### config.mk
export PLATFORM = sky130hd
export DESIGN_NAME = alu_cond_wb
export DESIGN_NICKNAME = d
export VERILOG_FILES = /design/src/rtl/alu_cond_wb.sv
export SDC_FILE = /design/constraint.sdc
export NUM_CORES = 1
export LEC_CHECK = 0
export CAP_MARGIN = 20
export CORE_UTILIZATION = 41
export DETAILED_ROUTE_END_ITERATION = 12
export PLACE_DENSITY_LB_ADDON = 0.1
export SYNTH_ARGS = -nofsm -noshare
export SYNTH_HDL_FRONTEND = slang
export SYNTH_SLANG_ARGS = --single-unit
### constraint.sdc
create_clock -name clk -period 4.5 [get_ports clk]
set_clock_uncertainty 0.05 [all_clocks]
set_input_delay 1.35 -clock clk [delete_from_list [all_inputs] [get_ports clk]]
set_output_delay 1.35 -clock clk [all_outputs]
set_load 0.01 [all_outputs]
### src/rtl/alu_cond_wb.sv
// alu_cond_wb: post-ALU stage that holds the CPSR flags, gates each
// instruction on its ARM condition code and buffers the writeback.
//
// Ports:
//   clk, reset        rising-edge clock, async active-high reset
//   flush             squashes the buffered and the incoming instruction
//   in_valid/in_ready upstream handshake
//   cond, opcode      condition code and ALU opcode of the instruction
//   set_flags         S bit
//   rd                destination register index
//   alu_result        ALU result
//   alu_flags         ALU flags {N,Z,C,V}
//   shift_carry       shifter carry-out, used by logical opcodes
//   cpsr_flags        registered flags {N,Z,C,V}
//   cpsr_carry        registered C, fed back to the ALU carry input
//   wb_valid/wb_ready downstream handshake
//   wb_data, wb_rd    buffered result and destination
//   wb_we             register write required
module alu_cond_wb #(
   parameter logic [3:0] RESET_FLAGS = 4'h0,
   parameter int         DATA_W      = 32
) (
   input  logic              clk,
   input  logic              reset,
   input  logic              flush,
   input  logic              in_valid,
   output logic              in_ready,
   input  logic [3:0]        cond,
   input  logic [3:0]        opcode,
   input  logic              set_flags,
   input  logic [3:0]        rd,
   input  logic [DATA_W-1:0] alu_result,
   input  logic [3:0]        alu_flags,
   input  logic              shift_carry,
   output logic [3:0]        cpsr_flags,
   output logic              cpsr_carry,
   output logic              wb_valid,
   input  logic              wb_ready,
   output logic [DATA_W-1:0] wb_data,
   output logic [3:0]        wb_rd,
   output logic              wb_we
);

   logic n, z, c, v;
   logic pass;
   logic accept;
   logic is_cmp;
   logic arith;
   logic upd_en;

   assign n = cpsr_flags[3];
   assign z = cpsr_flags[2];
   assign c = cpsr_flags[1];
   assign v = cpsr_flags[0];

   assign cpsr_carry = cpsr_flags[1];

   assign in_ready = ~wb_valid | wb_ready;
   assign accept   = in_valid & in_ready & ~flush;

   // 8..B are the compare/test ops: they always set flags
   // and never write a register.
   assign is_cmp = (opcode[3:2] == 2'b10);

   // Arithmetic ops take C and V from the adder; logical ops
   // take C from the shifter and leave V alone.
   assign arith = ((opcode >= 4'h2) && (opcode <= 4'h7))
                | (opcode == 4'hA)
                | (opcode == 4'hB);

   always_comb begin
      pass = 1'b0;
      case (cond)
         4'h0: pass = z;
         4'h1: pass = ~z;
         4'h2: pass = c;
         4'h3: pass = ~c;
         4'h4: pass = n;
         4'h5: pass = ~n;
         4'h6: pass = v;
         4'h7: pass = ~v;
         4'h8: pass = c & ~z;
         4'h9: pass = ~c | z;
         4'hA: pass = (n == v);
         4'hB: pass = (n != v);
         4'hC: pass = ~z & (n == v);
         4'hD: pass = z | (n != v);
         4'hE: pass = 1'b1;
         4'hF: pass = 1'b0;
         default: pass = 1'b0;
      endcase
   end

   assign upd_en = accept & pass & (is_cmp | set_flags);

   always_ff @(posedge clk or posedge reset) begin
      if (reset) begin
         cpsr_flags <= RESET_FLAGS;
         wb_valid   <= 1'b0;
         wb_data    <= '0;
         wb_rd      <= 4'h0;
         wb_we      <= 1'b0;
      end else begin
         if (upd_en) begin
            cpsr_flags[3:2] <= alu_flags[3:2];
            cpsr_flags[1]   <= arith ? alu_flags[1]
                                     : shift_carry;
            if (arith)
               cpsr_flags[0] <= alu_flags[0];
         end
         if (flush) begin
            wb_valid <= 1'b0;
         end else if (accept) begin
            wb_valid <= 1'b1;
            wb_data  <= alu_result;
            wb_rd    <= rd;
            wb_we    <= pass & ~is_cmp;
         end else if (wb_ready) begin
            wb_valid <= 1'b0;
         end
      end
   end

endmodule

==> results of run 1 <==
## layer usage
layer	vias to the layer above	part of all wire, %	GRT usage [%]
li1	616	-	-
met1	627	39	21.01
met2	50	55	33.17
met3	2	5.8	4.392
met4	0	0.35	6.649
met5	-	0	0
## worst register-to-register path, stage by stage, from the launching register on
cell and delay, ns:
dfrtp_1 0.42, xnor2_1 0.22, o22ai_2 0.11, mux2i_1 0.20, nor4_4 0.37, mux2_1 0.36
## cells in the final DEF (no fill, tap or decap), types with 2 or more instances in the layout
| master | Yosys | layout |
|---|---|---|
| buf_4 | 1 | 2 |
| clkbuf_8 | 0 | 6 |
| clkdlybuf4s50_1 | 0 | 97 |
| dfrtp_1 | 42 | 42 |
| inv_1 | 2 | 2 |
| mux2_1 | 3 | 3 |
| mux2_2 | 38 | 38 |
| mux2i_1 | 3 | 3 |
| nand2_1 | 2 | 2 |
| nand2b_1 | 3 | 3 |
| nor2_1 | 3 | 3 |
| nor2b_1 | 3 | 3 |
| xnor2_1 | 4 | 4 |
## sequential cells by signal (all words and copies together) (netlist names)
name,count
wb_data,32
wb_rd,4
cpsr_flags,4
wb_we,1
wb_valid,1
## power breakdown
group	internal [mW]	leakage [nW]	switching, mW	total [mW]
logic	0.263	0.624	0.142	0.405
registers	0.453	0.496	0.0513	0.504
clock network	0.123	0.0472	0.120	0.243
## metrics by stage
stage	cells	total power [mW]	hold WS, ns
final	270	1.151	0.4370
after global routing	270	1.214	0.4734
after CTS	270	1.166	0.4463
after detailed placement	262	0.9203	0.4259
after global placement	262	0.9023	0.4271
after floorplan	118	0.6824	0.4657
## worst paths after layout
| path | slack, ns | startpoint | to | depth (start not counted) |
|---|---|---|---|---|
| setup reg to reg | 2.65 | cpsr_flags[3]$_DFFE_PP0P_ | cpsr_flags[2]$_DFFE_PP0P_ | 5 |
| setup / recovery | 0.60 | wb_ready | in_ready | 4 |
| hold / removal | 0.44 | wb_we$_DFFE_PP0P_ | wb_we$_DFFE_PP0P_ | 2 |
| hold reg to reg | 0.44 | wb_we$_DFFE_PP0P_ | wb_we$_DFFE_PP0P_ | 2 |
| max in group asynchronous | 2.16 | reset | wb_data[26]$_DFFE_PP0P_ | 3 |
| min in group asynchronous | 1.49 | reset | wb_data[1]$_DFFE_PP0P_ | 2 |
## cell families after synthesis
logic type | count (synthesis)
compound gates | 6
xor+xnor | 4
buf+inv | 7
simple gates | 15
flops | 42
mux | 44
## cell type report
class | instances | share of cell area (%)
clock buffers | 6 | 2.865
inverters | 2 | 0.2604
clock inverters | 2 | 0.4340
flip-flops and latches | 42 | 36.46
well taps | 50 | 2.170
repair buffers | 99 | 34.20
multi-input cells | 69 | 23.61
==> metrics.md, run 1 <==
| Metric | Value |
|---|---|
| Routed wire length per instance | 14.95 microns |
| Synth top area share | 59.66% |
| Post-synth EDFFs | 0 |
| Largest cells by area after synthesis | dfrtp_1 (60%), mux2_2 (24%), xnor2_1 (2.0%), mux2_1 (1.9%), mux2i_1 (1.7%) |
| Core area | 0.004058 sq mm |
| Most Frequent Cell on Critical Path | clkdlybuf4s50_1 |
| DP Area | 0.002788 sq mm |
| Num ports | 99 |
| Setup_tns | 0 ns |
| Xor/xnor share of the synthesized area | 1.989% |
| Die Y | 67.55 microns |
| Max Fclk | 256.2 MHz |
| Max-slew headroom | 44.61% |
| Die area | 0.004563 sq mm |
| Post-synth top area cell | dfrtp_1 |
| Setup crit end kind | output pin |
| Sequential cell area fraction in the yosys report | 59.66% |
| Sequential standard cell area | 0.001051 sq mm |
| Final Hold Viols | 0 |
| GRT Overall Usage | 18.44% |
| Max Slew Vio Count | 0 |
| Starting Density | 43.42% |
| Largest family of logic cells by synthesized area | multiplexers |
| Most frequent cells after synthesis | dfrtp_1 (42), mux2_2 (38), buf_2 (4), xnor2_1 (4) |
| Fin area | 0.002883 sq mm |
| CP Data Required Time | 3.10 ns |
| Clk slew on worst S/H paths | 0.08 ns |
| First-pass GRT wire length | 6058 microns |
| CTS sink count | 42 |
| Critical-path cell list | clkdlybuf4s50_1 > nor2b_1 > inv_1 > clkdlybuf4s50_1 |
| Slowest Stage Delay on Critical Path | 0.47 ns |
| Netlist cell types | 22 |
| Minimum clock period | 3.904 ns |
| Count leader, synth | dfrtp_1 |
| Post-synth top flop | dfrtp_1 |
| Maxcap violations | 0 |
| Synth async-reset ratio | 100.0% |
| Unrepaired setup endpoints after global routing | no |
| Post-synthesis compound-gate area fraction | 2.699% |
| Gpl congestion | 0.7979 |
| Syn_nets | 173 |
| Initial DRC count | 24 |
| PwrDens | 399.4 mW/mm^2 |
| Vias in the first global route | 1,329 |
| Pleak | 1.168 nW |
| Via density | 4.796 |
| Row count | 23 |
| GRT Residual Overflow | 0 |
| Critical path buffers and inverters | 3 |
| TritonCTS Buffers | 5 |
| DR vias | 1,295 |
| Synth Register Bits | 42 |
| CTS H-tree lvls | 2 |
| Post-detailed-routing wire length | 4036 microns |
| DR pass1 iterations | 3 |
| Number of gates resized after CTS | 0 |
| Mux cell area share after synthesis | 27.91% |
| Initial antenna violation count | 0 |
| Worst Hold Class | register to register |
| Worst setup margin | 0.5961 ns |
| Max VDD drop | 223.4 uV |
| Post-CTS setup repair buffer count | 0 |
| Mapped Cells | 118 |
| Syn avg cell area | 14.93 sq um |
| Layout net count | 274 |
| Slew @ Worst Pin | 0.8299 ns |
| Critical path class | input pin to output pin |
| CP arrival | 2.50 ns |
| Final setup viols | 0 |
| Critical Path Fanout Max | 3 |
| Adder-cell share of the synthesized area | 0% |
| Layout area overhead | 63.64% |
| Mapped Area | 0.001762 sq mm |
| Status | finished, final reports clean |
| Top delay family on crit path | buffers and inverters |
| Worst setup SP type | input pin |
| YS warnings | 0 |
| Simple-gate area share of the yosys netlist | 5.753% |
| CTS tree | built |
| Worst-Skew Late Latency | 0.28 ns |
| Ant. Diodes | 0 |
| Final core utilization | 71.05% |
| Clock Tree Buf Depth | 2 |
| CTS Root Cell | clkbuf_8 |
| Final period util | 86.75% |
| Fillers | 293 |
| Hold bufs inserted after CTS | 0 |
| Multi-input gate area in the final layout | 680.7 sq um |
| CP max stage cell | clkdlybuf4s50_1 |
| Count of antenna-violating nets left after detailed routing | 0 |
| Die X | 67.55 microns |
| Post-Place Worst Slack | 0.5846 ns |
| HPWL after DPL | 3183 microns |
| Share of cells above drive strength 1 | 23.64% |
| Largest net degree at the start of global routing | 38 |
| # DRC | 0 |
| Port buffer count | 97 |
Note: power is estimated with default switching activity, not from simulation.
==> inputs of run 2 (changes only) <==
--- a/config.mk
+++ b/config.mk
@@ -6,6 +6,7 @@
 export NUM_CORES = 1
 export LEC_CHECK = 0
 export CAP_MARGIN = 20
+export CORE_ASPECT_RATIO = 1.5
 export CORE_UTILIZATION = 41
 export DETAILED_ROUTE_END_ITERATION = 12
 export PLACE_DENSITY_LB_ADDON = 0.1
==> run 2 against run 1 <==
Compared with the run above: worst hold slack gained 0.019 ns; register-to-register slack lost 0.03 ns; total power fell by 2.2%; cell count fell by 2.2%; combinational power about the same; first-iteration DRC count increased by 13%; maximum frequency decreased by 0.30%; critical endpoint unchanged; largest power group unchanged; highest routed layer unchanged.
==> metrics.md, run 2 (synthesis results as in run 1) <==
| Metric | Value |
|---|---|
| Num ports | 99 (unchanged) |
| First-pass GRT wire length | 6679 microns (+10%) |
| PwrDens | 394.0 mW/mm^2 (-1.3%) |
| Pleak | 1.159 nW (-0.76%) |
| Flop-to-flop setup slack | 2.62 ns (-0.03 ns) |
| Fin Hold WS | 0.4564 ns (+0.01945 ns) |
| Fillers | 308 (+5.1%) |
| Ant. Diodes | 0 (unchanged) |
| Critical-path cell list | clkdlybuf4s50_1 > nor2b_1 > inv_1 > clkdlybuf4s50_1 |
| Clock Tree Buf Depth | 2 (unchanged) |
| Largest Register | wb_data |
| Critical path class | input pin to output pin |
| Die area | 0.004568 sq mm (+0.11%) |
| CTS tree | built |
| Minimum clock period | 3.916 ns (+0.01171 ns) |
| Slowest Stage Delay on Critical Path | 0.47 ns (about the same) |
| Reg2reg start | cpsr_flags[1]$_DFFE_PP0P_ |
| Crit path to | in_ready |
| CP max stage cell | clkdlybuf4s50_1 |
| CP Data Required Time | 3.10 ns (about the same) |
| TritonCTS Buffers | 5 (unchanged) |
| Initial antenna violation count | 0 (unchanged) |
| Layout area overhead | 62.22% |
| Unrepaired setup endpoints after global routing | no |
| Count of antenna-violating nets left after detailed routing | 0 (unchanged) |
| Status | finished, final reports clean |
| Max Fclk | 255.4 MHz (-0.30%) |
| # DRC | 0 (unchanged) |
| Worst R2R End | cpsr_flags[2]$_DFFE_PP0P_ |
| Worst Hold Path Cells | 1 (-1) |
| Starting Density | 43.73% (+0.31 points) |
| HPWL after DPL | 3249 microns (+2.1%) |
| CTS H-tree lvls | 2 (unchanged) |
| Total Power | 1.126 mW (-2.2%) |
| Worst Reg-to-Reg Cells | 5 (unchanged) |
| Die X | 55.52 microns (-18%) |
| Max-slew headroom | 44.03% (-0.58 points) |
| Die Y | 82.28 microns (+22%) |
| CTS sink count | 42 (unchanged) |
| Number of gates resized after CTS | 0 (unchanged) |
| Critical Path Fanout Max | 3 (unchanged) |
| Setup_tns | 0 ns (unchanged) |
| Port buffer count | 97 (unchanged) |
| Core area | 0.004029 sq mm (-0.71%) |
| Final setup viols | 0 (unchanged) |
| Setup crit end kind | output pin |
| DR vias | 1,338 (+3.3%) |
| Worst setup SP type | input pin |
| Most Frequent Cell on Critical Path | clkdlybuf4s50_1 |
| GRT Residual Overflow | 0 (unchanged) |
| Clk slew on worst S/H paths | 0.07 ns (about the same) |
| Most frequent cells in the layout | clkdlybuf4s50_1 (97), dfrtp_1 (42), mux2_2 (38) |
| Max Slew Vio Count | 0 (unchanged) |
| CTS Root Cell | clkbuf_8 |
| Post-detailed-routing wire length | 4106 microns (+1.7%) |
| Most common cell after layout, fill and taps aside | clkdlybuf4s50_1 |
| DR pass1 iterations | 4 (+1) |
| Share of cells above drive strength 1 | 22.37% (-1.3 points) |
| Maxcap violations | 0 (unchanged) |
| Hold bufs inserted after CTS | 0 (unchanged) |
| Max VDD drop | 263.3 uV (+18%) |
| GRT Overall Usage | 19.15% (+0.71 points) |
| Largest net degree at the start of global routing | 38 (unchanged) |
| Slew @ Worst Pin | 0.8386 ns (+0.008721 ns) |
| Worst Hold Class | register to register |
| Final core utilization | 70.93% (-0.11 points) |
| Vias in the first global route | 1,531 (+15%) |
| Final period util | 87.01% (+0.26 points) |
| Worst-Skew Late Latency | 0.28 ns (about the same) |
| Layout net count | 274 (unchanged) |
| Max reg flops | 32 (unchanged) |
| Largest regs | wb_data (32), cpsr_flags (4), wb_rd (4) |
| Post-CTS setup repair buffer count | 0 (unchanged) |
| Gpl congestion | 0.8079 (+1.3%) |
| Final Hold Viols | 0 (unchanged) |
| Routed wire length per instance | 15.55 microns (+4.0%) |
| Initial DRC count | 27 (+13%) |
| Row count | 28 (+22%) |
| CP arrival | 2.52 ns (+0.02 ns) |
| Setup crit start | wb_ready |
| Via density | 5.068 (+5.7%) |
==> run 2: area by class of cell <==
type | instances | area, sq um | share of cell area, %
inverter | 2 | 7.507 | 0.2627
sequential | 42 | 1051 | 36.78
clock buffer | 7 | 76.32 | 2.671
multi-input combinational | 69 | 680.7 | 23.82
tap | 45 | 56.30 | 1.970
timing repair buffer | 99 | 985.9 | 34.50
==> run 2: power by group <==
part	leakage (nW)	switching [mW]	internal, mW
combinational	0.624	0.143	0.262
sequential	0.496	0.0499	0.453
clock	0.0383	0.111	0.107
==> run 2: worst max-delay path, delay by kind of cell <==
family | cells | cell delay [ns]
AND/OR/NAND/NOR | 1 | 0.22
buffers and inverters | 3 | 0.93
==> run 2: worst min-delay path by stage <==
stage	from	end	slack, ns
floorplan	wb_we$_DFFE_PP0P_	wb_we$_DFFE_PP0P_	0.47
global placement	wb_we$_DFFE_PP0P_	wb_we$_DFFE_PP0P_	0.44
CTS	wb_data[11]$_DFFE_PP0P_	wb_data[11]$_DFFE_PP0P_	0.46
global route	wb_data[22]$_DFFE_PP0P_	wb_data[22]$_DFFE_PP0P_	0.48
finish	wb_rd[0]$_DFFE_PP0P_	wb_rd[0]$_DFFE_PP0P_	0.46
detailed placement	wb_we$_DFFE_PP0P_	wb_we$_DFFE_PP0P_	0.44
==> run 2: metal layers <==
layer  global-route usage, %  vias up  wire [microns]  share of wire [%]
li1                        -      614               -                  -
met1                   18.10      656            1473                 36
met2                   37.71       63            2298                 56
met3                   6.231        5             287                7.0
met4                   8.000        0              47                1.1
met5                       0        -               0                  0
==> run 2: through the flow <==
step	setup slack, ns	instance area [sq um]	std cells
2_1_floorplan	1.505	1762	118
3_3_place_gp	0.6109	2781	257
3_5_place_dp	0.5954	2781	257
4_1_cts	0.5930	2858	264
5_1_grt	0.5250	2858	264
6_report	0.5844	2858	264
